==> src/rtl/run_ctrl_pkg.sv <==
// Shared state and stop-cause encodings for the run/halt/single-step sequencer.
package run_ctrl_pkg;

  typedef enum logic [2:0] {
    S_IDLE  = 3'd0,
    S_RESET = 3'd1,
    S_RUN   = 3'd2,
    S_STEP  = 3'd3,
    S_STOP  = 3'd4,
    S_HALT  = 3'd5
  } state_e;

  typedef enum logic [1:0] {
    C_NONE  = 2'd0,
    C_PAUSE = 2'd1,
    C_BP    = 2'd2,
    C_STEP  = 2'd3
  } cause_e;

endpackage

==> src/rtl/run_ctrl_btn_edge.sv <==
// Button conditioner: 2-flop synchronizer followed by a rising-edge detector.
// The pulse is combinational from the last two flops, so the FSM acts 3 edges after the pin rises.
module btn_edge (
  input  logic clk,
  input  logic rst,
  input  logic btn_i,
  output logic pulse_o
);

  logic sync1_q, sync2_q, prev_q;

  always_ff @(posedge clk or negedge rst) begin
    if (!rst) begin
      sync1_q <= 1'b0;
      sync2_q <= 1'b0;
      prev_q  <= 1'b0;
    end else begin
      sync1_q <= btn_i;
      sync2_q <= sync1_q;
      prev_q  <= sync2_q;
    end
  end

  assign pulse_o = sync2_q & ~prev_q;

endmodule

==> src/rtl/run_ctrl.sv <==
// Run/halt/single-step sequencer: drives the core clock enable and synchronous reset
// from the start/restart/step buttons, the core halt flag and a PC breakpoint.
module run_ctrl
  import run_ctrl_pkg::*;
#(
  parameter int ADDR_W  = 8,
  parameter int CNT_W   = 16,
  parameter int RST_CYC = 2
) (
  input  logic              clk,
  input  logic              rst,
  input  logic              start,
  input  logic              restart,
  input  logic              step,
  input  logic              halt,
  input  logic              instr_done,
  input  logic [ADDR_W-1:0] pc,
  input  logic              bp_en,
  input  logic [ADDR_W-1:0] bp_addr,
  output logic              cpu_ce,
  output logic              cpu_rst,
  output logic [2:0]        state,
  output logic [1:0]        cause,
  output logic [CNT_W-1:0]  icount
);

  localparam int RCW = (RST_CYC > 1) ? $clog2(RST_CYC) : 1;
  localparam logic [RCW-1:0] RC_LAST = RCW'(RST_CYC - 1);

  logic start_e, restart_e, step_e;

  btn_edge u_start   (.clk(clk), .rst(rst), .btn_i(start),   .pulse_o(start_e));
  btn_edge u_restart (.clk(clk), .rst(rst), .btn_i(restart), .pulse_o(restart_e));
  btn_edge u_step    (.clk(clk), .rst(rst), .btn_i(step),    .pulse_o(step_e));

  state_e            state_q, state_d, target_q, target_d, go_tgt;
  cause_e            cause_q, cause_d;
  logic [RCW-1:0]    rcnt_q, rcnt_d;
  logic              bp_skip_q, bp_skip_d;
  logic [CNT_W-1:0]  icount_q, icount_d;
  logic              running, instr_ok, bp_hit, go_rst;

  always_ff @(posedge clk or negedge rst) begin
    if (!rst) begin
      state_q   <= S_IDLE;
      target_q  <= S_IDLE;
      cause_q   <= C_NONE;
      rcnt_q    <= '0;
      bp_skip_q <= 1'b0;
      icount_q  <= '0;
    end else begin
      state_q   <= state_d;
      target_q  <= target_d;
      cause_q   <= cause_d;
      rcnt_q    <= rcnt_d;
      bp_skip_q <= bp_skip_d;
      icount_q  <= icount_d;
    end
  end

  // Halt masks the enable combinationally so the core sees no enabled edge once halted.
  assign running  = (state_q == S_RUN) || (state_q == S_STEP);
  assign cpu_rst  = (state_q == S_RESET);
  assign cpu_ce   = ((state_q == S_RESET) || running) && !(halt && running);
  assign instr_ok = instr_done && cpu_ce && !cpu_rst;
  assign bp_hit   = instr_done && bp_en && (pc == bp_addr) && !bp_skip_q;

  always_comb begin
    state_d   = state_q;
    target_d  = target_q;
    cause_d   = cause_q;
    rcnt_d    = rcnt_q;
    bp_skip_d = bp_skip_q;
    icount_d  = icount_q;
    go_rst    = restart_e;
    go_tgt    = S_IDLE;

    if (instr_ok) begin
      bp_skip_d = 1'b0;
      if (icount_q != '1) icount_d = icount_q + CNT_W'(1);
    end

    if (!restart_e) begin
      unique case (state_q)
        S_IDLE: begin
          if (start_e) begin
            go_rst = 1'b1;
            go_tgt = S_RUN;
          end else if (step_e) begin
            go_rst = 1'b1;
            go_tgt = S_STEP;
          end
        end
        S_RESET: begin
          icount_d = '0;
          if (rcnt_q == RC_LAST) state_d = target_q;
          else                   rcnt_d  = rcnt_q + RCW'(1);
        end
        S_RUN: begin
          if (halt) begin
            state_d = S_HALT;
          end else if (bp_hit) begin
            state_d = S_STOP;
            cause_d = C_BP;
          end else if (start_e) begin
            state_d = S_STOP;
            cause_d = C_PAUSE;
          end
        end
        S_STEP: begin
          if (halt) begin
            state_d = S_HALT;
          end else if (instr_done) begin
            state_d = S_STOP;
            cause_d = C_STEP;
          end
        end
        S_STOP: begin
          if (start_e) begin
            state_d   = S_RUN;
            bp_skip_d = 1'b1;
          end else if (step_e) begin
            state_d   = S_STEP;
            bp_skip_d = 1'b1;
          end
        end
        S_HALT: ;
        default: state_d = S_IDLE;
      endcase
    end

    if (go_rst) begin
      state_d   = S_RESET;
      target_d  = go_tgt;
      rcnt_d    = '0;
      cause_d   = C_NONE;
      icount_d  = '0;
      bp_skip_d = 1'b0;
    end
  end

  assign state  = state_q;
  assign cause  = cause_q;
  assign icount = icount_q;

endmodule
==> config.mk <==
export PLATFORM = sky130hd
export DESIGN_NAME = run_ctrl
export DESIGN_NICKNAME = d
export VERILOG_FILES = /design/src/rtl/run_ctrl_pkg.sv /design/src/rtl/run_ctrl_btn_edge.sv /design/src/rtl/run_ctrl.sv
export SDC_FILE = /design/constraint.sdc
export NUM_CORES = 1
export LEC_CHECK = 0
export CORE_MARGIN = 3
export CORE_UTILIZATION = 44
export DETAILED_ROUTE_END_ITERATION = 16
export PLACE_DENSITY = 0.73
export SYNTH_ARGS = -nofsm -noshare
export SYNTH_HDL_FRONTEND = slang
export SYNTH_HIERARCHICAL = 1
export SYNTH_SLANG_ARGS = --single-unit
==> constraint.sdc <==
create_clock -name clk -period 3.5 [get_ports clk]
set_clock_uncertainty 0.1 [all_clocks]
set_input_delay 0.7 -clock clk [delete_from_list [all_inputs] [get_ports clk]]
set_output_delay 0.7 -clock clk [all_outputs]
set_load 0.05 [all_outputs]
==> results.cfg <==
[synth]
synthCells = 184
ys_seq_elements = 34
syn_area_per_cell_um2 = 9.96
synth_edf_count = 0
synth_nets = 209
seq_area_frac_synth_pct = 46.4
ys_async_sr_fraction_pct = 100
synthFlopType = dfrtp_1
yosysWarningCount = 6
yosysUniqueCellTypes = 46
synthesis.area_mm2 = 0.00183

[drt]
via_count = 1580
ant_nets = 0
remaining_drc_errors = 0
via_per_inst = 5.62
initialDrtViolationCount = 109
wire_per_inst_um = 14.7
wl_mm = 4.13
drt_pre_antenna_iters = 4

[timing]
slew-limit-headroom_pct = 56.6
finalSetupTns_ns = 0
clock.fmax_mhz = 315
worst_slew_pin_slew_ns = 0.635
slew_viol_final = 0
fin_ws_ns = 0.322
setup_viol = 0
rsz0062_at_grt = no
period_needed_ns = 3.18
hold_viol = 0
period_share_pct = 90.8

[cells_and_area]
fin_nets = 257
drive_above_1_share_pct = 8.58
syn_to_final_growth_pct = 32.7
n_fill_cell = 321
n_antenna_cell = 0
layout.cells.non_filler = 281

[die]
dieArea_mm2 = 0.00497
rows = 22
die_y_um = 70.5
io_pins = 47
coreArea_mm2 = 0.00383
die_width_um = 70.5
initial_core_util_pct = 47.9

[clocking]
root_buffer = clkbuf_8
clockBufferDepth = 2
hold_buffers = 0
htreeDepth = 2
path_clk_slew_ns = 0.07
postCtsResizedCells = 0
clkSinkCount = 34
tritoncts.num_buffers = 5
post_cts_buffers = 0
cts_tree = yes
clk_latency_ns = 0.29

[min_path]
hold_path.class = flop to flop
min-delay-start = u_restart/sync1_q$_DFF_PN0_

[grt]
grt_util_all_layers_pct = 17.6
grt_pass1_wl_mm = 7.02
globalRoute.totalOverflow = 0
antenna_found_initial = 0
grt_max_degree = 35
first_global_vias = 1582

[critical_path]
cp_max_fo = 7
crit_start = halt
rr_startpoint = state[2]$_DFFE_PN0P_
slowest_stage = clkdlybuf4s50_1
crit_family = buffers and inverters
critPathKind = input port to primary output
crit_required_ns = 2.70
cpPeakStageDelay_ns = 0.84
path_common_cell = clkdlybuf4s50_1
worst_setup_path_start_kind = input port
endpoint_kind = primary output
crit_arrival_ns = 2.38
crit_buf_inv = 2
cp_cell_sequence = clkdlybuf4s50_1, nand2_1, nor3b_1, clkdlybuf4s50_1

[pwr]
p_leak_nw = 0.985
ir_drop_mv = 0.428
power_density_mw_per_mm2 = 550
power_mw = 1.34

[run_status]
outcome = complete, no violations

[placed_design]
place_congestion = 0.805
hpwlAfterDp_mm = 2.95
pre_cts_ws_ns = 0.325
io_buffers = 46
placed_cells = 273

[run]
cap_violations = 0
stage by stage:
stage          cell area (um^2)  util, %  hold slack, ns
6_report                   2430     63.5           0.257
5_1_grt                    2430     63.5           0.270
4_1_cts                    2430     63.5           0.265
3_5_place_dp               2340     61.2           0.242
3_3_place_gp               2340     61.2           0.235
2_1_floorplan              1830        -           0.231
power breakdown:
part | internal [mW] | switching (mW) | leakage (nW)
clock | 0.139 | 0.148 | 0.0441
sequential | 0.439 | 0.0746 | 0.446
combinational | 0.216 | 0.320 | 0.494
total | 0.795 | 0.543 | 0.985
Yosys cell counts, drive strengths merged, types with 2 or more instances:
| master | instances | area [um^2] |
|---|---|---|
| a211oi | 2 | 15.0 |
| a21oi | 7 | 38.8 |
| a31oi | 3 | 18.8 |
| and2 | 3 | 18.8 |
| and3 | 4 | 25.0 |
| and4 | 2 | 17.5 |
| clkbuf | 7 | 26.3 |
| dfrtp | 34 | 851 |
| mux2 | 3 | 33.8 |
| nand2 | 6 | 22.5 |
| nand2b | 3 | 18.8 |
| nand3 | 7 | 35.0 |
| nand3b | 2 | 15.0 |
| nand4 | 3 | 18.8 |
| nor2 | 23 | 86.3 |
| nor2b | 6 | 60.1 |
| nor3 | 12 | 65.1 |
| nor3b | 3 | 22.5 |
| nor4 | 2 | 27.5 |
| o211ai | 3 | 22.5 |
| o21a | 2 | 15.0 |
| o21ai | 8 | 40.0 |
| or3 | 4 | 25.0 |
| xor2 | 18 | 158 |
worst paths after layout:
| kind | endpoint | slack, ns | cells past startpoint |
|---|---|---|---|
| max | cpu_ce | 0.32 | 4 |
| min | u_restart/sync2_q$_DFF_PN0_ | 0.26 | 0 |
| max reg2reg | state[1]$_DFFE_PN0P_ | 1.25 | 5 |
| min reg2reg | u_restart/sync2_q$_DFF_PN0_ | 0.26 | 0 |
| max in group asynchronous | icount[10]$_DFF_PN0_ | 2.27 | 2 |
| min in group asynchronous | icount[11]$_DFF_PN0_ | 0.71 | 2 |
cell usage in the layout (no fill, tap or decap), types with 2 or more instances in the layout:
| cell type | Yosys | layout |
|---|---|---|
| nor2b_1 | 3 | 3 |
| and4_1 | 2 | 2 |
| nand3b_1 | 2 | 2 |
| xor2_1 | 18 | 18 |
| o211ai_1 | 3 | 3 |
| buf_4 | 0 | 2 |
| a31oi_1 | 3 | 3 |
| and2_1 | 3 | 3 |
| nand4_1 | 3 | 3 |
| clkbuf_8 | 0 | 5 |
| nor2_1 | 23 | 23 |
| nand2b_1 | 3 | 3 |
| nor3_1 | 11 | 11 |
| nor2b_4 | 3 | 3 |
| nand3_1 | 7 | 7 |
| clkdlybuf4s50_1 | 0 | 46 |
| nor3b_1 | 3 | 3 |
| a211oi_1 | 2 | 2 |
| nand2_1 | 6 | 6 |
| o21a_1 | 2 | 2 |
| a21oi_1 | 6 | 6 |
| or3_1 | 4 | 4 |
| mux2_2 | 2 | 2 |
| and3_1 | 4 | 4 |
| o21ai_0 | 8 | 8 |
| dfrtp_1 | 34 | 34 |
logic make-up (layout without fill, tap and decap cells):
kind of cell | Yosys count | after routing | share of synthesized area, %
AOI/OAI and AO/OA | 32 | 32 | 11.5
xor gates and xnor gates | 18 | 18 | 8.61
adders and majority gates | 1 | 1 | 0.683
buffers and inverters | 8 | 57 | 1.64
DFF | 34 | 34 | 46.4
muxes | 4 | 4 | 2.39
and+or+nand+nor | 87 | 87 | 28.7
state kept, by name, summed over array words and instances, names as in the netlist:
name,flops
u_start/sync2_q,1
u_step/sync1_q,1
u_start/prev_q,1
u_step/sync2_q,1
u_step/prev_q,1
target_q,2
u_restart/sync2_q,1
rcnt_q,1
u_restart/sync1_q,1
icount,16
bp_skip_q,1
u_restart/prev_q,1
cause,2
u_start/sync1_q,1
state,3
routing by layer:
layer  track usage, %  part of all wire, %  vias to the layer above
met1             22.8                   46                      754
met4             6.38                  1.5                        0
met2             27.8                   46                       54
li1                 -                    -                      764
met5                0                    0                        -
met3             5.47                  6.7                        8
final cells by class:
| class | instances | area, um^2 | area share [%] |
|---|---|---|---|
| inverter | 1 | 3.75 | 0.154 |
| tap | 48 | 60.1 | 2.47 |
| clock buffer | 5 | 68.8 | 2.83 |
| sequential | 34 | 851 | 35.0 |
| clock inverter | 3 | 21.3 | 0.875 |
| timing repair buffer | 48 | 475 | 19.6 |
| multi-input combinational | 142 | 951 | 39.1 |
No activity file was read; power rests on OpenSTA's default activity.
